[config.mk]
export PLATFORM = sky130hd
export DESIGN_NAME = seq_incrementer
export DESIGN_NICKNAME = d
export VERILOG_FILES = /design/src/rtl/seq_incrementer.sv
export SDC_FILE = /design/constraint.sdc
export NUM_CORES = 1
export LEC_CHECK = 0
export ABC_AREA = 1
export BUFFER_PORTS_ARGS = -buffer_cell sky130_fd_sc_hd__buf_2
export CORE_MARGIN = 5
export CORE_UTILIZATION = 33
export DETAILED_ROUTE_END_ITERATION = 8
export PLACE_DENSITY = 0.63
export SLEW_MARGIN = 20
export SYNTH_ARGS = -nofsm -noshare
export SYNTH_HDL_FRONTEND = slang
export SYNTH_SLANG_ARGS = --single-unit
[constraint.sdc]
create_clock -name clk -period 3.3 [get_ports clk]
set_input_delay 0.33 -clock clk [delete_from_list [all_inputs] [get_ports clk]]
set_output_delay 0.33 -clock clk [all_outputs]
set_load 0.005 [all_outputs]
[src/rtl/seq_incrementer.sv]
// rtl/seq_incrementer.sv - multi-cycle chunked +1/-1 unit with early carry termination
// Ripples the operand CHUNK bits per cycle; stops as soon as the carry/borrow dies.
module seq_incrementer #(
  parameter int WIDTH = 8,
  parameter int CHUNK = 4
) (
  input  logic             clk,
  input  logic             rst,
  input  logic             in_valid,
  output logic             in_ready,
  input  logic [WIDTH-1:0] a,
  input  logic             dec,
  input  logic             sat,
  output logic             out_valid,
  input  logic             out_ready,
  output logic [WIDTH-1:0] z,
  output logic             cout
);

  localparam int N  = WIDTH / CHUNK;
  localparam int IW = (N > 1) ? $clog2(N) : 1;
  localparam logic [IW-1:0] LAST = IW'(N - 1);

  typedef enum logic [1:0] {IDLE, RUN, DONE} state_t;

  state_t           state, state_n;
  logic [WIDTH-1:0] work, work_n;
  logic [IW-1:0]    idx;
  logic             carry, dec_r, sat_r;
  logic [CHUNK:0]   sum;
  logic             leave;

  assign in_ready  = (state == IDLE);
  assign out_valid = (state == DONE);

  // Top bit of sum is the new carry (inc) or borrow (dec) out of this chunk.
  always_comb begin
    if (dec_r)
      sum = {1'b0, work[idx*CHUNK +: CHUNK]} - {{CHUNK{1'b0}}, carry};
    else
      sum = {1'b0, work[idx*CHUNK +: CHUNK]} + {{CHUNK{1'b0}}, carry};
    work_n = work;
    work_n[idx*CHUNK +: CHUNK] = sum[CHUNK-1:0];
    leave = !sum[CHUNK] || (idx == LAST);
  end

  always_comb begin
    state_n = state;
    case (state)
      IDLE:    if (in_valid)  state_n = RUN;
      RUN:     if (leave)     state_n = DONE;
      DONE:    if (out_ready) state_n = IDLE;
      default:                state_n = IDLE;
    endcase
  end

  always_ff @(posedge clk or posedge rst) begin
    if (rst) state <= IDLE;
    else     state <= state_n;
  end

  always_ff @(posedge clk or posedge rst) begin
    if (rst) begin
      work  <= '0;
      idx   <= '0;
      carry <= 1'b0;
      dec_r <= 1'b0;
      sat_r <= 1'b0;
      z     <= '0;
      cout  <= 1'b0;
    end else begin
      case (state)
        IDLE: begin
          if (in_valid) begin
            work  <= a;
            dec_r <= dec;
            sat_r <= sat;
            carry <= 1'b1;
            idx   <= '0;
          end
        end
        RUN: begin
          work  <= work_n;
          carry <= sum[CHUNK];
          idx   <= idx + IW'(1);
          if (leave) begin
            cout <= sum[CHUNK];
            if (sat_r && sum[CHUNK])
              z <= dec_r ? '0 : '1;
            else
              z <= work_n;
          end
        end
        default: ;
      endcase
    end
  end

endmodule

==> impl_metrics.json, run 1 <==
{
  "drv_slew": 0,
  "dpl_cell_area_sq_mm": 0.00156,
  "cts_htree_levels": 1,
  "fin_setup_tns_ps": 0,
  "whs_ps": 232,
  "syn_avg_cell_area_sq_um": 8.02,
  "yosys_warnings": 0,
  "synth_cells": 175,
  "path_class": "flop to flop",
  "postCtsHoldBufs": 0,
  "fin_util": 0.397,
  "yosysMostFrequentCell": "nand2_1",
  "areaGrowthSynthToFinish_pct": 14.6,
  "register_area_sq_um": 576,
  "synth.yosys.seq_area_share": 0.410,
  "final_hold_viol_count": 0,
  "vias_per_cell": 4.79,
  "cts_tree": "yes",
  "cts_setup_buffers": 0,
  "grt_pass1_wl_mm": 5.64,
  "track_usage": 0.129,
  "max_slew_margin": 0.422,
  "clk_pin_slew_ps": 90,
  "place_congestion": 0.916,
  "ys_top_cells_by_count": "nand2_1 (52), dfrtp_1 (23), inv_1 (19)",
  "crit_path_start": "idx$_DFFE_PP0P_",
  "num_vias": 1192,
  "synthArstFlopShare": 1.00,
  "status": "finished, final reports clean",
  "cts_resized": 0,
  "synth.cell_area_sq_mm": 0.00140,
  "avgRoutedWirePerCell_microns": 12.5,
  "leakage_uw": 0.000802,
  "finalCritPeriodShare": 0.738,
  "grt_setup_unrepaired": "no",
  "synth_cell_types": 26,
  "grt_overflow": 0,
  "start_util": 0.346,
  "wirelength_mm": 3.12,
  "numCtsBuffers": 3,
  "crit_required_ps": 3450,
  "rrSetupSlack_ps": 870,
  "synth.area.top_cells": "dfrtp_1 (41%), nand2_1 (14%), inv_1 (5.1%), a21oi_2 (5.0%), nand3_1 (4.3%)",
  "core_area_sq_mm": 0.00406,
  "max_cap_violations": 0,
  "nets": 217,
  "first_global_vias": 1222,
  "portBuffers": 24,
  "synth_nets": 192,
  "fin_crit_ps": 2430,
  "end_kind": "flop",
  "worstReg2RegEnd": "z[0]$_DFFE_PP0P_",
  "drive_above_1_share": 0.281,
  "antenna-diode-count": 0,
  "drc_errors": 0,
  "die_x_microns": 75.2,
  "synth_edf_count": 0,
  "worst_pin_slew_ps": 866,
  "rr_worst_depth": 13,
  "setup_viol": 0,
  "n_fill_cell": 421,
  "dieArea_sq_mm": 0.00566,
  "endpoint": "z[0]$_DFFE_PP0P_",
  "skew_ps": 5.08,
  "root_buffer": "clkbuf_8",
  "cp_max_fo": 20,
  "fmax_mhz": 411,
  "p_per_area_mw_per_mm2": 1240,
  "drt_iter0_drc": 61,
  "multi_input_area_sq_um": 711,
  "synth_top_area_share": 0.410,
  "cts_num_sinks": 23,
  "r2r_start": "idx$_DFFE_PP0P_",
  "synth_ff_type": "dfrtp_1",
  "ios": 25,
  "start_kind": "flop",
  "grt_max_degree": 24,
  "final_area_sq_mm": 0.00161,
  "antenna_found_initial": 0,
  "hpwl_mm": 2.45,
  "ir_drop_v": 0.000533,
  "die_height_microns": 75.2,
  "ys_ff_latch": 23,
  "synth_top_area_cell": "dfrtp_1",
  "postRouteAntennaNets": 0,
  "cp.arrival_ps": 2590,
  "hp-class": "primary input to async pin",
  "dr.pass1.iters": 5,
  "fp-row-count": 23,
  "clockBufferDepth": 2,
  "clk_latency_ps": 270
}
metrics by stage:
step	setup WS (ps)	power, uW	instances
floorplan	1010	1550	175
global placement	975	1820	245
detailed placement	877	1830	245
CTS	861	2020	249
global route	614	2220	249
finish	866	1990	249
registers in the layout (all words and copies together) (netlist names):
signal	cells
carry	1
cout	1
dec_r	1
idx	1
sat_r	1
state	2
work	8
z	8
report_power, final:
group	leakage (uW)	switching (uW)	internal [uW]
Sequential	0.000272	111	425
Clock	0.0000255	93.3	84.3
Combinational	0.000505	813	466
Total	0.000802	1020	975
cell type report:
class,count,share of cell area
multi-input combinational,124,0.442
sequential,23,0.358
timing repair buffer,25,0.0793
inverter,23,0.0537
tap,50,0.0389
clock buffer,3,0.0257
clock inverter,1,0.00311
logic make-up (layout without fill, tap and decap cells):
kind of cell             after synthesis  in the layout  share of synthesized area
AND/OR/NAND/NOR                       91             91                      0.329
buffers and inverters                 28             52                     0.0838
flip-flops                            23             23                      0.410
adder cells (fa/ha/maj)                3              3                     0.0321
AO/OA/AOI/OAI                         30             30                      0.145
worst min path at each step:
stage	start	end	slack [ps]	depth (start not counted)
2_1_floorplan	rst	carry$_DFFE_PP0P_	330	1
3_3_place_gp	z[2]$_DFFE_PP0P_	z[2]$_DFFE_PP0P_	500	2
3_5_place_dp	z[7]$_DFFE_PP0P_	z[7]$_DFFE_PP0P_	500	2
4_1_cts	out_ready	state[1]$_DFFE_PP0P_	220	2
5_1_grt	out_ready	state[1]$_DFFE_PP0P_	220	2
6_report	rst	z[7]$_DFFE_PP0P_	230	2
layer usage:
metal | wire, microns | track usage
met1 | 1480 | 0.173
met2 | 1360 | 0.207
met3 | 244 | 0.0387
met4 | 35 | 0.0272
met5 | 0 | 0
cells in the final DEF, fill, tap and decap left out:
| master | synthesis | final |
|---|---|---|
| nand3_2 | 3 | 3 |
| nand2_1 | 52 | 52 |
| nor2_2 | 1 | 1 |
| inv_2 | 4 | 4 |
| nand2_4 | 3 | 3 |
| a21oi_2 | 8 | 8 |
| fa_1 | 1 | 1 |
| nand3_4 | 2 | 2 |
| a21oi_1 | 3 | 3 |
| buf_4 | 1 | 1 |
| o211ai_1 | 6 | 6 |
| a21o_1 | 1 | 1 |
| clkinv_2 | 0 | 1 |
| nor2_4 | 1 | 1 |
| clkbuf_8 | 0 | 3 |
| nor2_1 | 12 | 12 |
| inv_1 | 19 | 19 |
| o21ai_0 | 10 | 10 |
| o311ai_0 | 1 | 1 |
| ha_1 | 2 | 2 |
| nor2_8 | 1 | 1 |
| nand2_2 | 4 | 4 |
| dfrtp_1 | 23 | 23 |
| buf_2 | 1 | 24 |
| nand3_1 | 12 | 12 |
| o31ai_1 | 1 | 1 |
critical path: stages, from the launching register on:
cell and delay (ps):
dfrtp_1 720, nand2_1 100, o21ai_0 90, ha_1 170, inv_1 60, fa_1 440, nand3_1 120, nand2_1 60
inv_2 100, nand3_2 110, nand2_4 120, inv_2 80, nor2_1 120, a21oi_2 40
Note: power is estimated with default switching activity, not from simulation.
==> inputs of run 2 (changes only) <==
--- a/config.mk
+++ b/config.mk
@@ -10,7 +10,7 @@
 export CORE_MARGIN = 5
 export CORE_UTILIZATION = 33
 export DETAILED_ROUTE_END_ITERATION = 8
-export PLACE_DENSITY = 0.63
+export PLACE_DENSITY = 0.65
 export SLEW_MARGIN = 20
 export SYNTH_ARGS = -nofsm -noshare
 export SYNTH_HDL_FRONTEND = slang
==> constraint.sdc (replaced) <==
create_clock -name clk -period 2 [get_ports clk]
set_input_delay 0.2 -clock clk [delete_from_list [all_inputs] [get_ports clk]]
set_output_delay 0.2 -clock clk [all_outputs]
set_load 0.005 [all_outputs]
==> run 2 against run 1 <==
Final cell count rose by 6.4%; sequential share of layout area is 4.3 points lower; global-route usage rose by 0.50 points; first-iteration DRC count decreased by 30%; highest routed layer unchanged; critical path type unchanged; largest cell class unchanged; routed wire length increased by 4.5%; largest power group unchanged; design area up 14%; combinational power rose by 110%.
==> impl_metrics.json, run 2 (synthesized netlist as in run 1, its figures left out) <==
{
  "hp-class": "primary input to flop",
  "root_buffer": "clkbuf_8",
  "crit_required_ps": 2150,
  "grt_pass1_wl_mm": 5.78,
  "cts_tree": "yes",
  "core_area_sq_mm": 0.00406,
  "seq_power_share": 0.229,
  "fp-row-count": 23,
  "cp.arrival_ps": 2140,
  "drive_above_1_share": 0.419,
  "drv_slew": 0,
  "dieArea_sq_mm": 0.00566,
  "start_util": 0.346,
  "leakage_uw": 0.000894,
  "final_common_cell": "nand2_1",
  "dpl_cell_area_sq_mm": 0.00170,
  "areaGrowthSynthToFinish_pct": 30.7,
  "cts_htree_levels": 1,
  "clk_latency_ps": 270,
  "crit_path_top_delay_cell": "fa_2",
  "dr.pass1.iters": 4,
  "ios": 25,
  "cts_num_sinks": 23,
  "wirelength_mm": 3.26,
  "drt_iter0_drc": 43,
  "clk_pin_slew_ps": 90,
  "finalNonFillerCells": 265,
  "cpPeakStageDelay_ps": 430,
  "grt_overflow": 0,
  "hpwl_mm": 2.51,
  "fin_crit_ps": 1980,
  "clockBufferDepth": 2,
  "avgRoutedWirePerCell_microns": 12.3,
  "portBuffers": 24,
  "start_kind": "flop",
  "finalCritPeriodShare": 0.992,
  "nets": 233,
  "cp_max_fo": 8,
  "numCtsBuffers": 3,
  "pwr-share-clk": 0.077,
  "skew_ps": 4.42,
  "most-common-layout-cells": "nand2_1 (51), buf_2 (24), dfrtp_1 (22)",
  "drc_errors": 0,
  "track_usage": 0.134,
  "max_cap_violations": 0,
  "end_kind": "flop",
  "path_cells": "inv_2 -> nand2_1 -> o21ai_2 -> ha_2 -> inv_2 -> fa_2 -> nand3_4 -> nand2_4 -> nand3_4 -> nand2_8 -> nor2_8 -> a21oi_2",
  "reg_top3": "work: 8 flops, z: 8 flops, state: 2 flops",
  "p_sw_uw": 1890,
  "max_slew_margin": 0.768,
  "sw_frac_of_total": 0.494,
  "place_congestion": 0.892,
  "power_frac_comb": 0.693,
  "final_hold_viol_count": 0,
  "grt_max_degree": 24,
  "p_per_area_mw_per_mm2": 2080,
  "post-place-cells": 257,
  "vias_per_cell": 4.66,
  "n_fill_cell": 413,
  "antenna-diode-count": 0,
  "num_vias": 1234,
  "path_class": "flop to flop",
  "postRouteAntennaNets": 0,
  "worst_pin_slew_ps": 347,
  "internal_power_uw": 1930,
  "finalPower_uw": 3820,
  "ir_drop_v": 0.000909,
  "die_height_microns": 75.2,
  "antenna_found_initial": 0,
  "fmax_mhz": 504,
  "setup_viol": 0,
  "status": "finished, final reports clean",
  "grt_setup_unrepaired": "yes",
  "die_x_microns": 75.2,
  "final_area_sq_mm": 0.00183,
  "first_global_vias": 1266
}
run 2: power by group through the flow:
stage          Combinational (uW)  Sequential [uW]  Clock (uW)
2_1_floorplan                1830              858           0
3_3_place_gp                 2450              876           0
3_5_place_dp                 2470              875           0
4_1_cts                      2510              865         308
5_1_grt                      2990              904         333
6_report                     2650              875         296
run 2: cell type report:
| class | instances | area, sq um | area share |
|---|---|---|---|
| clock buffer | 3 | 41.3 | 0.0225 |
| clock inverter | 1 | 5.00 | 0.00273 |
| inverter | 23 | 93.8 | 0.0512 |
| multi-input combinational | 124 | 792 | 0.432 |
| sequential | 23 | 577 | 0.314 |
| tap | 50 | 62.6 | 0.0341 |
| timing repair buffer | 41 | 263 | 0.143 |
run 2: layer usage:
metal	wire length (microns)	global-route usage	part of all wire
met3	164	0.0307	0.050
met4	14	0.0175	0.0043
met1	1570	0.182	0.48
met5	0	0	0
met2	1510	0.224	0.46
run 2: worst paths after layout:
| kind | endpoint | slack, ps | startpoint | depth (start not counted) |
|---|---|---|---|---|
| worst min-delay path | state[1]$_DFFE_PP0P_ | 100 | out_ready | 2 |
| min in group asynchronous | work[6]$_DFFE_PP0P_ | 510 | rst | 4 |
| worst max-delay path | z[0]$_DFFE_PP0P_ | 20 | work[4]$_DFFE_PP0P_ | 12 |
| max in group asynchronous | idx$_DFFE_PP0P_ | 1250 | rst | 4 |
| worst min register to register | state[1]$_DFFE_PP0P_ | 520 | state[0]$_DFFE_PP0P_ | 1 |
| worst max register to register | z[0]$_DFFE_PP0P_ | 20 | work[4]$_DFFE_PP0P_ | 12 |
run 2: what timing repair did:
action	4_1_cts	5_1_grt
hold endpoints to repair	23	0
hold buffers	1	0
pin swaps	2	5
gates resized for setup	1	13
setup buffers	2	1
setup endpoints to repair	10	12
run 2: worst max-delay path: cells and delay by family (launching register included):
kind            cells  cell delay, ps
buf+inv             2             120
compound gates      2             120
simple gates        6             600
fa+ha+maj           2             610
flops               1             410
run 2: metrics by stage:
stage / setup TNS, ps / utilization / setup WS [ps] / hold slack (ps)
3_3_place_gp: 0 / 0.420 / 0.991 / 258
3_5_place_dp: -410 / 0.420 / -56.6 / 264
6_report: 0 / 0.452 / 15.4 / 99.1
4_1_cts: 0 / 0.438 / 19.5 / 90.8
5_1_grt: -607 / 0.452 / -74.9 / 96.6
2_1_floorplan: -1000 / - / -125 / 202
